[src/rtl/lighting_system.sv]
`default_nettype none
// ============================================================================
// lighting_system: time-of-day shade/lamp controller with registered outputs.
// Revision 1.0
// ============================================================================
module lighting_system (
  input  logic        clk,
  input  logic        rst,
  input  logic [3:0]  tcode,
  input  logic [3:0]  ulight,
  input  logic [3:0]  lenght,
  output logic [3:0]  wshade,
  output logic [3:0]  lightnum,
  output logic [15:0] lightstate
);

  localparam logic [3:0] C_NIGHT   = 4'b0001;
  localparam logic [3:0] C_MORNING = 4'b0010;
  localparam logic [3:0] C_NOON    = 4'b0100;
  localparam logic [3:0] C_EVENING = 4'b1000;

  logic [3:0]  w_wshade;
  logic [3:0]  w_lightnum;
  logic [15:0] w_lightstate;
  logic [3:0]  r_wshade;
  logic [3:0]  r_lightnum;
  logic [15:0] r_lightstate;

  // Non-one-hot codes fall through to the idle (all-off) default.
  always_comb begin
    w_wshade   = 4'd0;
    w_lightnum = 4'd0;
    case (tcode)
      C_NIGHT: begin
        w_lightnum = ulight;
      end
      C_MORNING: begin
        w_wshade   = lenght >> 1;
        w_lightnum = ulight >> 1;
      end
      C_NOON: begin
        w_wshade   = lenght;
      end
      C_EVENING: begin
        w_wshade   = lenght >> 2;
        w_lightnum = ulight - (ulight >> 2);
      end
      default: begin
        w_wshade   = 4'd0;
        w_lightnum = 4'd0;
      end
    endcase
  end

  // Thermometer decode: lamp i is on when its index is below the lamp count.
  for (genvar i = 0; i < 16; i++) begin : g_therm
    localparam logic [3:0] C_IDX = 4'(i);
    assign w_lightstate[i] = (C_IDX < w_lightnum);
  end

  always_ff @(posedge clk or posedge rst) begin
    if (rst) begin
      r_wshade     <= 4'd0;
      r_lightnum   <= 4'd0;
      r_lightstate <= 16'd0;
    end else begin
      r_wshade     <= w_wshade;
      r_lightnum   <= w_lightnum;
      r_lightstate <= w_lightstate;
    end
  end

  assign wshade     = r_wshade;
  assign lightnum   = r_lightnum;
  assign lightstate = r_lightstate;

endmodule
`default_nettype wire

[config.mk]
export PLATFORM = sky130hd
export DESIGN_NAME = lighting_system
export DESIGN_NICKNAME = d
export VERILOG_FILES = /design/src/rtl/lighting_system.sv
export SDC_FILE = /design/constraint.sdc
export NUM_CORES = 1
export LEC_CHECK = 0
export BUFFER_PORTS_ARGS = -buffer_cell sky130_fd_sc_hd__buf_2
export CORE_MARGIN = 2
export CORE_UTILIZATION = 28
export DETAILED_ROUTE_END_ITERATION = 16
export GPL_TIMING_DRIVEN = 0
export PLACE_DENSITY_LB_ADDON = 0.05
export SETUP_SLACK_MARGIN = 0.2
export SLEW_MARGIN = 30
export SYNTH_ARGS = -nofsm -noshare
export SYNTH_HDL_FRONTEND = slang
export SYNTH_SLANG_ARGS = --single-unit
[constraint.sdc]
create_clock -name clk -period 1.05 [get_ports clk]
set_clock_uncertainty 0.2 [all_clocks]
set_input_delay 0.1575 -clock clk [delete_from_list [all_inputs] [get_ports clk]]
set_output_delay 0.1575 -clock clk [all_outputs]
set_load 0.01 [all_outputs]
Word level (Yosys, flattened, before mapping)
Cells that the tools add are included.
Storage, ports and cells
  word-level logic and storage cells: 26
  input bits: 14
  memory bits (read-only): 0
  memories kept: 0
  bits in latches: 0
  register bits after elaboration: 24
  output and inout bits: 24
  bits in writable memories: 0
Operators by class
  mux-type cells: 2
  bitwise operators: 0
  reduce and logical (&&, ||, !) cells: 0
  eq/ne operators: 4
  shifts and indexed selects: 0
  div/mod/pow operators: 0
  $add $sub $neg: 1
  order comparisons: 16
  multiply operators: 0
Operators with widths (count)
  less-than comparator 4 bit (first input constant): 8
  case mux 4 bit (3 select lines): 2
  less-than comparator 3 x 4 -> 1 bit (first input constant): 4
  less-than comparator 1 x 4 -> 1 bit (first input constant): 2
  less-than comparator 2 x 4 -> 1 bit (first input constant): 2
  == test 4 x 1 -> 1 bit (second input constant): 1
  == test 4 x 2 -> 1 bit (second input constant): 1
  == test 4 x 3 -> 1 bit (second input constant): 1
  == test 4 bit (second input constant): 1
  subtractor 4 x 2 -> 4 bit: 1

Depth between registers and ports, before layout
  word-level depth: 3
  depth in mapped cells: 8
  depth with buffers taken out: 7

Worst setup path after synthesis
OpenSTA, ideal clock, no wires.
  kind: input to register
  start: input port ulight[0]
  end: register r_lightstate[0] (netlist: lightstate[0])
  data arrival time: 1.463 ns
  stages: 7
  setup time: 0.133 ns
  path buffers: 1
  slack: -0.746 ns
  data required time: 0.717 ns
  path through: inv_1 ha_1 fa_1 nor3b_2 a221oi_2 buf_6 nand3_1
On the way
  word-level cells in the longest chain between the ends: 3
Ends and longest elaborated chain
  start, declared: line 10  | input logic [3:0] ulight,
  subtractor 4 x 2 -> 4 bit: line 46  | w_lightnum = ulight - (ulight >> 2);
  case mux 4 bit (3 select lines) (*): line 33  | case (tcode)
  less-than comparator 1 x 4 -> 1 bit (*): line 58  | assign w_lightstate[i] = (C_IDX < w_lightnum);
  named net w_lightstate[0]: line 24  | logic [15:0] w_lightstate;
  end signal, assigned: line 69  | r_lightstate <= w_lightstate;
  end, declared: line 27  | logic [15:0] r_lightstate;
The timed path passes the listed nets; every way through them passes the cells marked *.

Final worst setup path
  start: input port tcode[0]
  end: register r_lightstate[14] (netlist: lightstate[14])
On the way
  word-level cells in the longest chain between the ends: 3
  elaborated cells on any way between the ends: 5
  classes of those cells: order compare: 1; eq/ne: 3; mux: 1
Ends and longest elaborated chain
  start, declared: line 9  | input logic [3:0] tcode,
  == test 4 bit, or another cell as far along: line 33
  case mux 4 bit (3 select lines) (*): line 33
  less-than comparator 4 bit (*): line 58
  named net w_lightstate[14]: line 24
Marks and branches as above.

==> results.py <==
metrics = {
    "layout": {
        "utilization_pct": 48.4,
        "final_common_cell": "buf_2",
        "area_growth_pct": 63.5,
        "drive_gt1_share_pct": 63.6,
        "final_nets": 161,
        "layout_common_cells": "28 x buf_2, 22 x dfrtp_1, 13 x buf_4, 11 x buf_6, 5 x inv_1",
        "fillers": 329,
        "insertedDiodeCount": 0,
    },
    "critical_path": {
        "path_cells": "buf_12 -> or4b_4 -> buf_6 -> nor3b_4 -> a221oi_4 -> buf_4 -> nor3_2",
        "critPathCaptureType": "register",
        "crit_fanout": 7,
        "crit_path_top_delay_cell": "or4b_4",
        "max_stage_delay_ns": 0.52,
        "arrival_ns": 1.58,
        "crit_path_start_kind": "input port",
        "crit_type": "input port to register",
        "cp.required_ns": 1.07,
    },
    "sta": {
        "finalWorstSetupSlack_ns": -0.507,
        "finalCritPeriodShare_pct": 148,
        "tightest_slew_ns": 0.771,
        "hold_viol_final": 27,
        "rsz0062_at_grt": "yes",
        "setup_viol": 44,
        "whs_ns": -0.220,
        "fin_crit_ns": 1.56,
        "max_freq_ghz": 0.642,
        "relSlewSlack_pct": 48.5,
        "final_max_slew_viol_count": 0,
        "setup_tns_ns": -10.92,
    },
    "global_route": {
        "antenna_found_initial": 0,
        "grt_max_degree": 23,
        "grt_pass1_vias": 792,
        "grt_pass1_wl_um": 3690,
        "track_usage_pct": 12.0,
        "overflow": 0,
    },
    "floorplan": {
        "io_pins": 38,
        "dieArea_um2": 4040,
        "start_util_pct": 29.6,
        "dieWidth_um": 63.6,
        "core-area_um2": 3360,
        "fp.dieH_um": 63.6,
        "num_rows": 21,
    },
    "power": {
        "powerDensity_nw_per_um2": 1040,
        "power_mw": 1.70,
        "peakVddDrop_v": 0.000372,
        "leakage_nw": 0.875,
    },
    "logic_synthesis": {
        "synth_top_flop_cell": "dfrtp_1",
        "synthCells": 88,
        "synth_edf_count": 0,
        "syn_nets": 105,
        "synth_cell_types": 31,
        "synthArstFlopShare_pct": 100,
        "netlist_area_um2": 995,
        "ys_seq_elements": 22,
        "yosysWarnings": 0,
        "avgSynthCellArea_um2": 11.3,
        "seq_area_frac_synth_pct": 55.3,
    },
    "placement": {
        "portBuffers": 36,
        "dp_slack_ns": -0.980,
        "hpwlAfterDp_um": 1580,
        "gp_congestion": 0.680,
    },
    "job": {
        "drv_cap": 0,
    },
    "drt": {
        "postRouteWirelength_um": 2210,
        "drc_errors": 0,
        "ant_nets": 0,
        "drtIter0Drc": 26,
        "first_pass_iters": 4,
        "avgRoutedWirePerCell_um": 11.7,
        "vias": 827,
        "via_per_inst": 4.38,
    },
    "cts": {
        "clk_pin_slew_ns": 0.11,
        "cts_tree": "built",
        "clockRootBuffer": "clkbuf_4",
        "cts_inserted_buffers": 3,
        "clk_path_buf_depth": 2,
        "clock-sinks": 22,
        "htree_num_levels": 1,
    },
    "run_status": {
        "status": "finished with violations",
        "violations": "negative hold slack, negative setup slack",
    },
    "hold_path": {
        "min_path_type": "input port to async pin",
    },
}
-- registers in the layout, indices dropped and copies added (netlist names) --
register / flops
lightstate: 15
wshade: 4
lightnum: 3
-- metrics by stage --
step           instance area [µm²]  instances
6_report                      1630        189
2_1_floorplan                 1100         88
5_1_grt                       1630        189
3_3_place_gp                  1330        170
4_1_cts                       1570        185
3_5_place_dp                  1330        170
-- critical path: cells and delay by family --
kind | cells | cell delay (ns)
buf+inv | 3 | 0.42
compound gates | 1 | 0.09
simple gates | 3 | 0.92
-- synthesized netlist by cell type (all sizes together), types with 3 or more instances --
library cell / number / area share [%]
a21oi: 6 / 4.2
a22oi: 3 / 2.3
and3b: 4 / 3.5
buf: 5 / 4.3
dfrtp: 22 / 55
inv: 9 / 3.4
nand2: 3 / 1.1
nand3: 3 / 1.5
nor2: 3 / 1.4
nor3: 4 / 2.5
o21ai: 10 / 5.0
-- power by group --
part	leakage [nW]	internal, mW	switching, mW	total (mW)
combinational	0.554	0.187	0.182	0.369
sequential	0.301	0.880	0.00742	0.888
clock	0.0210	0.211	0.230	0.441
-- per-layer routing --
metal	share of wire (%)	routed length [µm]	GRT usage [%]	up-vias
li1	-	-	-	413
met1	40	871	13.7	390
met2	56	1240	21.1	24
met3	4.2	92	1.96	0
met4	0	0	6.52	0
met5	0	0	0	-
-- area by class of cell --
type	instances	area, µm²	area share, %
flip-flops and latches	22	551	33.8
clock buffers	4	36.3	2.23
repair buffers	51	384	23.6
inverters	9	43.8	2.69
well taps	46	57.6	3.54
plain buffers	5	52.6	3.23
multi-input cells	52	502	30.8
-- repair_timing --
item                                    4_1_cts  5_1_grt
cloned                                        2        0
gates resized for setup                      41        6
buffers inserted                              9        4
pin swaps                                    12        8
endpoints found under the hold margin        27       27
endpoints found under the setup margin       44       45
-- final timing paths --
path	start	endpoint	slack (ns)	cells after the start
worst min-delay path	rst	lightnum[1]	-0.22	2
max in group asynchronous	rst	lightstate[14]	0.39	2
min in group clk	lenght[0]	wshade[0]	-0.10	3
worst max-delay path	tcode[0]	lightstate[14]	-0.51	7
-- cell families after synthesis --
| kind of cell | synth area share, % |
|---|---|
| AO/OA/AOI/OAI | 15.3 |
| other | 0.377 |
| adder cells (fa/ha/maj) | 4.53 |
| AND/OR/NAND/NOR | 16.7 |
| flip-flops | 55.3 |
| buffers and inverters | 7.67 |
Power figures use the tool's default switching activity.
